==> config.mk <==
export PLATFORM = sky130hd
export DESIGN_NAME = regfile_2w_bypass_sb
export DESIGN_NICKNAME = d
export VERILOG_FILES = /design/src/rtl/regfile_2w_bypass_sb.sv
export SDC_FILE = /design/constraint.sdc
export NUM_CORES = 1
export LEC_CHECK = 0
export ABC_CLOCK_PERIOD_IN_PS = 5300
export CORE_MARGIN = 2
export CORE_UTILIZATION = 40
export CTS_BUF_LIST = sky130_fd_sc_hd__clkbuf_4 sky130_fd_sc_hd__clkbuf_8 sky130_fd_sc_hd__clkbuf_16
export CTS_CLUSTER_DIAMETER = 40
export DETAILED_ROUTE_END_ITERATION = 7
export DONT_BUFFER_PORTS = 1
export HOLD_SLACK_MARGIN = 0.15
export PLACE_DENSITY = 0.55
export RECOVER_POWER = 50
export SLEW_MARGIN = 20
export SYNTH_ARGS = -nofsm -noshare
export SYNTH_HDL_FRONTEND = slang
export SYNTH_SLANG_ARGS = --single-unit
==> constraint.sdc <==
create_clock -name clk -period 5.3 [get_ports clk]
set_clock_uncertainty 0.05 [all_clocks]
set_input_delay 0.795 -clock clk [delete_from_list [all_inputs] [get_ports clk]]
set_output_delay 0.795 -clock clk [all_outputs]
set_load 0.02 [all_outputs]
==> src/rtl/regfile_2w_bypass_sb.sv <==
// ---------------------------------------------------------------------------
// regfile_2w_bypass_sb
//   General-purpose register file for the decode stage of the pipelined core.
//   Two combinational read ports and two synchronous write ports. Optional
//   write-to-read bypass, optional hardwired-zero register 0, and a
//   per-register scoreboard of pending writes so decode can detect RAW
//   hazards.
//
// Parameters
//   DATA_W    register width in bits
//   ADDR_W    register address width (DEPTH = 2**ADDR_W)
//   ZERO_REG  1: register 0 reads 0, is never busy, writes/sets are discarded
//   BYPASS    1: same-cycle write data forwarded to matching read ports
//
// Ports
//   clk                     clock, all state changes on the rising edge
//   reset                   synchronous active-high reset
//   rd_addr_a / rd_addr_b   read addresses
//   rd_data_a / rd_data_b   read data (combinational)
//   busy_a / busy_b         pending-write flag for the addressed register
//   wr_en0/addr0/data0      write port 0 (MEM writeback)
//   wr_en1/addr1/data1      write port 1 (ALU writeback, higher priority)
//   sb_set / sb_addr        mark sb_addr as having a pending write (issue)
// ---------------------------------------------------------------------------
module regfile_2w_bypass_sb #(
  parameter int DATA_W   = 8,
  parameter int ADDR_W   = 3,
  parameter int ZERO_REG = 0,
  parameter int BYPASS   = 1
) (
  input  logic              clk,
  input  logic              reset,
  input  logic [ADDR_W-1:0] rd_addr_a,
  input  logic [ADDR_W-1:0] rd_addr_b,
  output logic [DATA_W-1:0] rd_data_a,
  output logic [DATA_W-1:0] rd_data_b,
  output logic              busy_a,
  output logic              busy_b,
  input  logic              wr_en0,
  input  logic [ADDR_W-1:0] wr_addr0,
  input  logic [DATA_W-1:0] wr_data0,
  input  logic              wr_en1,
  input  logic [ADDR_W-1:0] wr_addr1,
  input  logic [DATA_W-1:0] wr_data1,
  input  logic              sb_set,
  input  logic [ADDR_W-1:0] sb_addr
);

  localparam int DEPTH = 1 << ADDR_W;

  logic [DATA_W-1:0] r_regs [DEPTH];
  logic [DEPTH-1:0]  r_sb;

  logic              w_we0;
  logic              w_we1;
  logic              w_set;
  logic              w_same_addr;
  logic [DEPTH-1:0]  w_sb_next;

  logic [ADDR_W-1:0] w_rd_addr [2];
  logic [DATA_W-1:0] w_rd_data [2];
  logic              w_busy    [2];
  logic              w_hit0    [2];
  logic              w_hit1    [2];

  // Address 0 is the hardwired-zero register only when ZERO_REG is enabled.
  function automatic logic is_zero_addr(input logic [ADDR_W-1:0] addr);
    return (ZERO_REG != 0) && (addr == '0);
  endfunction

  // Effective enables: anything aimed at a hardwired-zero register 0 is dropped.
  always_comb begin
    w_we0       = wr_en0 && !is_zero_addr(wr_addr0);
    w_we1       = wr_en1 && !is_zero_addr(wr_addr1);
    w_set       = sb_set && !is_zero_addr(sb_addr);
    w_same_addr = w_we1 && (wr_addr1 == wr_addr0);
  end

  // Scoreboard next state: writebacks clear, issue sets. The set is applied
  // last so a reissued destination stays pending.
  always_comb begin
    // NOTE: give every always_comb output a default before any conditional
    // assignment, otherwise a path that skips it infers a latch.
    w_sb_next = r_sb;
    if (w_we0) w_sb_next[wr_addr0] = 1'b0;
    if (w_we1) w_sb_next[wr_addr1] = 1'b0;
    if (w_set) w_sb_next[sb_addr]  = 1'b1;
  end

  always_ff @(posedge clk) begin
    if (reset) begin
      // NOTE: the register array is cleared on reset because software relies
      // on every register reading zero afterwards; this forces flops rather
      // than a RAM macro, which is acceptable at this depth.
      for (int i = 0; i < DEPTH; i++) r_regs[i] <= '0;
      r_sb <= '0;
    end else begin
      // NOTE: sequential state uses non-blocking assignments so every flop
      // samples pre-edge values regardless of statement order.
      if (w_we0 && !w_same_addr) r_regs[wr_addr0] <= wr_data0;
      if (w_we1)                 r_regs[wr_addr1] <= wr_data1;
      r_sb <= w_sb_next;
    end
  end

  assign w_rd_addr[0] = rd_addr_a;
  assign w_rd_addr[1] = rd_addr_b;

  // Read ports. Bypass is suppressed during reset (the writes are ignored
  // that cycle) and for a hardwired-zero register 0.
  always_comb begin
    for (int p = 0; p < 2; p++) begin
      w_hit1[p] = (BYPASS != 0) && !reset && wr_en1 &&
                  (wr_addr1 == w_rd_addr[p]) && !is_zero_addr(w_rd_addr[p]);
      w_hit0[p] = (BYPASS != 0) && !reset && wr_en0 &&
                  (wr_addr0 == w_rd_addr[p]) && !is_zero_addr(w_rd_addr[p]);

      if (is_zero_addr(w_rd_addr[p])) begin
        w_rd_data[p] = '0;
        w_busy[p]    = 1'b0;
      end else begin
        if (w_hit1[p])      w_rd_data[p] = wr_data1;
        else if (w_hit0[p]) w_rd_data[p] = wr_data0;
        else                w_rd_data[p] = r_regs[w_rd_addr[p]];
        // A register being written back this cycle is no longer a hazard
        // once its data is forwarded.
        w_busy[p] = r_sb[w_rd_addr[p]] && !(w_hit1[p] || w_hit0[p]);
      end
    end
  end

  assign rd_data_a = w_rd_data[0];
  assign rd_data_b = w_rd_data[1];
  assign busy_a    = w_busy[0];
  assign busy_b    = w_busy[1];

endmodule
==> results by group <==
Status
  – Status: complete, but fails checks
  – Failing checks: capacitance limit, slew limit

Finish
  – Nets: 391
  – Final Util: 0.431
  – Area occupied by multi-input gates: 2580 um2
  – Fillers: 1132
  – Layout cells sized above 1: 0.200
  – Inserted Diodes: 0
  – Final instance area: 5180 um2
  – Area growth syn-to-layout: 4.92%
  – Reg area: 2080 um2

Logic synthesis
  – Syn Std Cell Area: 4940 um2
  – Syn Area/Cell: 12.9 um2
  – Post-Synthesis Cells: 384
  – Ys flop type: edfxtp_1
  – Synth Register Bits: 72
  – Yosys cell types: 45
  – Syn_nets: 420
  – Register area share after synthesis: 0.422
  – EDFF count, synth: 64
  – Warnings from Yosys: 0
  – Asr flop ratio synth: 0

Timing
  – Fin. max-slew vios: 60
  – Worst hold margin: 0.451 ns
  – Relative slew slack: -0.260
  – RSZ-0062 raised after global routing: false
  – Final setup vio count: 0
  – Final setup TNS: 0 ns
  – Slew @ Worst Pin: 1.89 ns
  – Max Clk Rate: 251 MHz
  – Hold Fails Final Rpt: 0
  – Final min period: 3.99 ns
  – Period utilization: 0.753

Route
  – Routed wire length per instance: 28.7 um
  – Final ANT Viol Nets: 0
  – DR vias/cell: 6.67
  – Routed WL: 14600 um
  – Iteration-0 DRC Markers: 354
  – DRC viols: 0
  – Vias: 3382
  – Router iterations before antenna repair: 5

Global routing
  – Tot GR Track Use: 0.228
  – Number of global-route vias before repair: 3438
  – Initial antenna violation count: 0
  – Pin count of the biggest net entering global routing: 22
  – Grt total ovfl: 0
  – First-pass GRT wire length: 21400 um

Critical path
  – Critical Path RT: 5.24 ns
  – Slowest CP cell: nor3_1
  – Crit path buf inv count: 0
  – Crit path cell chain: or3b_1 -> nor3_1 -> nor3b_1 -> a211o_1
  – Slowest stage delay, CP: 1.27 ns
  – Crit-path leading delay family: simple AND/OR/NAND/NOR gates
  – Crit path DAT: 3.94 ns
  – Setup Crit Path Kind: in2reg
  – CP endpoint kind: register
  – Crit path max fanout: 21
  – Startpoint Class: input pin

Pwr
  – PwrDens: 298 nW/um2
  – Pint: 1.18 mW
  – Total chip power: 1.54 mW
  – Clock power share: 0.418
  – Maximum vdd drop: 122 uV
  – Seq pwr share: 0.443
  – Logic gate share of total power: 0.139
  – Lkg Pwr: 1.67 nW
  – Switching share of power: 0.235
  – Switching pwr: 0.362 mW

Die
  – Die Span Y: 115 um
  – Starting Density: 0.411
  – Row cnt: 40
  – Full die area: 13300 um2
  – CORE AREA: 12000 um2
  – I/O pins: 54
  – Chip width: 115 um

Clocking
  – Hold-fix buffers, CTS: 0
  – Resize count post-CTS: 0
  – Clk_lat worst skew: 0.33 ns
  – Longest Clk Path Bufs: 2
  – H-Tree Depth: 3
  – Clock root buffer: clkbuf_16
  – Clock-pin slew of the registers on the worst-case setup and hold paths: 0.06 ns
  – CTS buffer count: 9
  – CTS Sinks: 72
  – Post-CTS setup buffer count: 0
  – CTS tree: built

Placement
  – DP HPWL: 9400 um
  – Post-place instance area: 4950 um2
  – Port buffer count: 0
  – Routability cong.: 0.791

Min path
  – HP Class: reg2reg

Flow run
  – Max-cap violation count: 6
## cell families (layout without fill, tap and decap cells)
family | after synthesis | after routing | share of synthesized area
AO/OA/AOI/OAI | 104 | 104 | 0.169
XOR/XNOR | 15 | 15 | 0.0266
buffers and inverters | 44 | 20 | 0.0453
flip-flops | 72 | 72 | 0.422
multiplexers | 70 | 70 | 0.237
AND/OR/NAND/NOR | 79 | 79 | 0.100
## worst paths after layout
kind                            slack, ns                from                      to  cells after the start
worst max-delay path                 1.31               reset  r_regs[0][7]$_DFFE_PP_                      4
worst min-delay path                 0.45  r_sb[2]$_SDFF_PP0_      r_sb[2]$_SDFF_PP0_                      2
worst max register to register       4.58  r_sb[4]$_SDFF_PP0_      r_sb[4]$_SDFF_PP0_                      2
worst min register to register       0.45  r_sb[2]$_SDFF_PP0_      r_sb[2]$_SDFF_PP0_                      2
## metrics by stage
stage	instances	setup WS (ns)
finish	507	1.31
global route	507	1.26
CTS	507	1.99
detailed placement	491	1.99
global placement	491	2.03
floorplan	384	2.09
## registers in the layout, summed over array words and instances (netlist names)
register / flops
r_regs: 64
r_sb: 8
## cell usage in the layout, fill, tap and decap left out, types with 2 or more instances in the layout
| cell | n |
|---|---|
| o21ai_0 | 19 |
| mux4_2 | 36 |
| nor4_2 | 2 |
| nand3_1 | 4 |
| mux2i_1 | 18 |
| nor2_1 | 12 |
| nand2_1 | 20 |
| xor2_1 | 15 |
| inv_1 | 2 |
| nor4_4 | 2 |
| o41ai_1 | 4 |
| bufinv_16 | 2 |
| nand3b_1 | 2 |
| nor2b_1 | 5 |
| edfxtp_1 | 64 |
| o211ai_1 | 2 |
| buf_4 | 2 |
| a31oi_1 | 4 |
| a211o_1 | 2 |
| nand2b_1 | 14 |
| nor3_1 | 11 |
| a22o_1 | 64 |
| a22oi_1 | 3 |
| nor3b_1 | 2 |
| clkbuf_16 | 9 |
| mux2_2 | 16 |
| dfxtp_1 | 8 |
| and3b_1 | 2 |
| clkinv_1 | 2 |
## per-layer routing
layer | share of wire | routed length [um] | up-vias | track usage
met1 | 0.41 | 6030 | 1699 | 0.311
met2 | 0.48 | 6920 | 164 | 0.360
li1 | - | - | 1497 | -
met5 | 0 | 0 | - | 0
met4 | 0.027 | 391 | 0 | 0.0876
met3 | 0.083 | 1210 | 22 | 0.0459
## cells in the mapped netlist (all sizes together) (3+ instances only)
cell | n | area share
a22o | 64 | 0.11
xor2 | 15 | 0.027
nor2 | 12 | 0.013
a31oi | 4 | 0.0051
nor4 | 4 | 0.0076
nor2b | 5 | 0.0063
nand2b | 14 | 0.018
o21ai | 19 | 0.019
mux4 | 36 | 0.16
edfxtp | 64 | 0.39
a22oi | 3 | 0.0046
mux2 | 16 | 0.036
o41ai | 4 | 0.010
nand2 | 20 | 0.015
dfxtp | 8 | 0.032
nand3 | 4 | 0.0041
nor3 | 11 | 0.020
buf | 28 | 0.033
mux2i | 18 | 0.036
clkbuf | 14 | 0.011
## power groups by stage
stage	Clock [mW]	Sequential (mW)	Combinational, mW
final	0.645	0.683	0.214
after global routing	0.675	0.688	0.229
after CTS	0.652	0.683	0.219
after detailed placement	0	0.695	0.218
after global placement	0	0.694	0.216
after floorplan	0	0.685	0.221
## final cells by class
| type | instances | share of cell area |
|---|---|---|
| Clock buffer | 10 | 0.0449 |
| Clock inverter | 6 | 0.0162 |
| Inverter | 2 | 0.00145 |
| Multi-Input combinational cell | 268 | 0.497 |
| Sequential cell | 72 | 0.402 |
| Tap cell | 147 | 0.0355 |
| Timing Repair Buffer | 2 | 0.00290 |
## worst min-delay path, delay by kind of cell, from the launching register on
family / cells / cell delay (ns)
flip-flops: 1 / 0.32
AO/OA/AOI/OAI: 2 / 0.13
Power figures use the tool's default switching activity.
==> RTL edit 1: new RTL, same flow settings <==
Change the parameter `BYPASS` from 1 to 0. Comments in the files are not updated.
--- a/src/rtl/regfile_2w_bypass_sb.sv
+++ b/src/rtl/regfile_2w_bypass_sb.sv
@@ -26,7 +26,7 @@
   parameter int DATA_W   = 8,
   parameter int ADDR_W   = 3,
   parameter int ZERO_REG = 0,
-  parameter int BYPASS   = 1
+  parameter int BYPASS   = 0
 ) (
   input  logic              clk,
   input  logic              reset,
Behaviour: not the same (a bounded check fails within 4 cycles, from zero or initial values and one cycle with reset high).
==> RTL edit 1 against the unedited design <==
The flow still finishes with violations (capacitance limit, slew limit); wire length down 12%; worst setup slack improved by 550 ps; sequential cell count did not move; count of clock-buffer cells in the layout decreased by 1; final area is 6.6% lower; register-to-register slack worse by 130 ps; total power down 0.79%; synthesized area down 6.3%; critical path depth down 1; largest power group unchanged.
==> RTL edit 1: results (changes against the unedited design) <==
RUN STATUS
--------------------------------------------------------------------------
Run status                                                    finished with violations
Violated checks                                               capacitance limit, slew limit

YOSYS
--------------------------------------------------------------------------
Post-synthesis cell count                                              326   -15%
Cell types with the highest counts after synthesis            sky130_fd_sc_hd__edfxtp_1, sky130_fd_sc_hd__a22o_1, sky130_fd_sc_hd__mux4_2
Net Count, Synth                                                       362   -14%

LAYOUT
--------------------------------------------------------------------------
Layout cells sized above 1                                          27.56%   +7.6 points
Relative area of non-clock buffer cells in the final design        0.3102%   +0.020 points
Num sequential                                                          72   unchanged
Share of cell area taken by multi-input logic gates                 46.42%   -3.3 points
Count of plain and timing-repair buffers in the layout                   3   +1
Clock distribution area overhead in the final layout                6.410%   +0.30 points

FLOORPLAN
--------------------------------------------------------------------------
Die area                                                         12440 um2   -6.1%

DRT
--------------------------------------------------------------------------
First-iteration detailed-routing DRC count                             220   -38%
Met3 Routed Length                                                 1451 um   +20%
Metal2 WL                                                          6495 um   -6.1%
Total Wirelength                                                  12870 um   -12%
Routed metal-1 wirelength                                          4700 um   -22%

WORST SETUP PATH
--------------------------------------------------------------------------
Cell with the biggest individual delay on the critical path   sky130_fd_sc_hd__a41oi_1
Critical-path maximum fanout                                            18   -14%
Critical path arrival                                              3350 ps   -590 ps
Largest delay share family, worst path                        compound AO/OA/AOI/OAI gates

POWER AND IR DROP
--------------------------------------------------------------------------
Power density of the placed cells                             316.1 nW/um2   +6.2%
Worst VDD drop                                                    212.8 uV   +74%
Clk pwr                                                           0.639 mW   -0.9%

GRT
--------------------------------------------------------------------------
Fraction of met2 tracks used by global routing                      36.14%   +0.18 points
Pin count of the biggest net entering global routing                    29   +32%

TIMING
--------------------------------------------------------------------------
Final Max Tran Viols                                                    73   +22%
Transition time of the tightest slew-check pin                     2140 ps   +254.0 ps

RUN
--------------------------------------------------------------------------
Max-capacitance violation count                                          4   -2

[RTL edit 1: changes by cell type after synthesis, moves of 8 or more]
cell	unedited run	this run
sky130_fd_sc_hd__mux2i_1	18	0
sky130_fd_sc_hd__o21ai_0	19	2
sky130_fd_sc_hd__xor2_1	15	0
sky130_fd_sc_hd__nor2_1	10	21
sky130_fd_sc_hd__nand2_1	20	10
sky130_fd_sc_hd__clkbuf_1	14	6
[RTL edit 1: cell families after synthesis]
| logic type | synth area share [%] |
|---|---|
| AOI/OAI and AO/OA | 19.18 |
| xor gates and xnor gates | 1.785 |
| buffers and inverters | 4.274 |
| DFF | 45.01 |
| muxes | 21.91 |
| and+or+nand+nor | 7.844 |
[RTL edit 1: worst paths after layout]
path,from,endpoint,slack (ps),cells after the start
worst max-delay path,wr_addr0[1],r_regs[4][0],1860,3
worst min-delay path,r_sb[2],r_sb[2],470,2
worst max register to register,r_sb[5],r_sb[5],4450,2
worst min register to register,r_sb[2],r_sb[2],470,2
==> RTL edit 2: new RTL, same flow settings <==
Without the edit above. Make the reset (`reset`) asynchronous in one clocked block. Comments in the files are not updated.
--- a/src/rtl/regfile_2w_bypass_sb.sv
+++ b/src/rtl/regfile_2w_bypass_sb.sv
@@ -87,7 +87,7 @@
     if (w_set) w_sb_next[sb_addr]  = 1'b1;
   end
 
-  always_ff @(posedge clk) begin
+  always_ff @(posedge clk or posedge reset) begin
     if (reset) begin
       // NOTE: the register array is cleared on reset because software relies
       // on every register reading zero afterwards; this forces flops rather
Check against the original RTL: not equivalent (Yosys sat finds a counterexample within 4 cycles, from zero or initial values and one cycle with reset high; the reset may be asserted at any time).
==> RTL edit 2 against the unedited design <==
The run still ends with capacitance limit, slew limit left; wire length is 10% higher; synthesized area is 4.8% higher; non-clock buffer count stayed put; final area is 5.9% higher; first-iteration DRC count is 6.2% lower; worst setup slack better by 330 ps; sequential cell count stayed put; largest cell class unchanged.
Power is not compared: it rests on default switching activity, and its combinational part moved more than twofold at a synthesized area within 25%.
==> RTL edit 2: results (changes against the unedited design) <==
RUN STATUS
---------------------------------------------------------------------------------
Run status                                                           finished with violations
Violated checks                                                      capacitance limit, slew limit

GRT
---------------------------------------------------------------------------------
Pin count of the biggest net entering global routing                           45   +100%
Fraction of met2 tracks used by global routing                             38.41%   +2.4 points
Number of global-route vias before repair                                    4020   +17%
Met1 layer usage reported by global route                                  32.07%   +0.95 points
Total GRT Usage                                                            24.53%   +1.8 points
Global-route track usage on met3                                           8.188%   +3.6 points
Global-route wire length before repair                                   25250 um   +18%

YOSYS
---------------------------------------------------------------------------------
Fraction of registers with async set/reset                                 100.0%   +100 points
Cell types with the highest counts after synthesis                   sky130_fd_sc_hd__dfrtp_1, sky130_fd_sc_hd__mux2i_1, sky130_fd_sc_hd__nand2_1
Post-Synthesis Mean Instance Area                                       9.995 um2   -22%
Net Count, Synth                                                              554   +32%
Post-synth cell types                                                          43   -4.4%
Top area cells in the synthesized netlist                            sky130_fd_sc_hd__dfrtp_1, sky130_fd_sc_hd__mux4_2, sky130_fd_sc_hd__mux2i_1
Fraction of the yosys area taken by sequential cells                       34.80%   -7.4 points

WORST SETUP PATH
---------------------------------------------------------------------------------
CP max stage delay                                                        1860 ps   +590 ps
Cell with the biggest individual delay on the critical path          sky130_fd_sc_hd__clkbuf_1
Critical path arrival                                                     3540 ps   -400 ps
Critical-path maximum fanout                                                   44   +110%
Largest delay share family, worst path                               buffers and inverters

TIMING
---------------------------------------------------------------------------------
Transition time of the tightest slew-check pin                            2503 ps   +616.7 ps
Final Max Tran Viols                                                           90   +50%
Part of the cycle the worst path needs                                     69.06%   -6.3 points
Worst hold margin                                                        502.5 ps   +51.98 ps

LAYOUT
---------------------------------------------------------------------------------
Nets                                                                          519   +33%
Final-layout fill cell count                                                 1249   +10%
Layout cells sized above 1                                                 14.14%   -5.9 points
Area used by multi-input combinational logic                             3132 um2   +22%

PLACED DESIGN
---------------------------------------------------------------------------------
Placed insts                                                                  644   +31%
Final weighted congestion of routability-driven global placement           0.8448   +6.8%
Count of port buffers added during placement                                    0   unchanged
Standard cell area after detailed placement                              5199 um2   +5.0%
Worst slack, placed                                                       1743 ps   -244.0 ps
Detailed-placement wirelength estimate                                   10560 um   +12%

DRT
---------------------------------------------------------------------------------
Detail-routed via count per cell                                            6.148   -7.8%
Met3 Routed Length                                                        1365 um   +13%
First-iteration detailed-routing DRC count                                    332   -6.2%
Wirelength per Cell                                                      24.36 um   -15%
Via Count                                                                    4058   +20%
Metal2 WL                                                                 7488 um   +8.3%
Routed metal-1 wirelength                                                 6806 um   +13%

CLOCK NETWORK
---------------------------------------------------------------------------------
Clock latency of the later-clocked register in the worst-skew pair         350 ps   +20 ps
Buffers inserted during post-CTS setup optimization                             0   unchanged
Cts-stage hold buffer count                                                     0   unchanged
Clock-pin transition on the worst setup and hold timing paths               60 ps   about the same

RUN
---------------------------------------------------------------------------------
Max-capacitance violation count                                                 4   -2

POWER AND IR DROP
---------------------------------------------------------------------------------
Worst VDD drop                                                           252.6 uV
P_sw                                                                    0.5845 mW
Portion of total power attributed to sequential cells                       40.0%

==> RTL edit 2: cell families (layout without fill, tap and decap cells) <==
kind of cell	Yosys count	count (layout)	share of synthesized area, %
and+or+nand+nor	178	178	17.30
muxes	102	102	28.42
buffers and inverters	49	19	4.591
AOI/OAI and AO/OA	103	103	12.52
DFF	72	72	34.80
xor gates and xnor gates	14	14	2.368
==> RTL edit 2: layout make-up <==
cell class	count	area share (%)
Tap cell	172	3.922
Clock buffer	9	4.105
Timing Repair Buffer	2	0.1368
Multi-Input combinational cell	397	57.08
Inverter	1	0.06842
Clock inverter	7	1.847
Sequential cell	72	32.84
==> RTL edit 2: path summary, 6_finish.rpt <==
check                            from      endpoint  slack, ps  cells after the start
min in group asynchronous       reset       r_sb[5]        610                      1
max in group clk               wr_en0  rd_data_b[6]       1660                      4
max reg2reg                r_regs[28]    r_regs[28]       4380                      2
min                           r_sb[3]       r_sb[3]        500                      2
min reg2reg                   r_sb[3]       r_sb[3]        500                      2
max                             reset    r_regs[55]       1640                      2
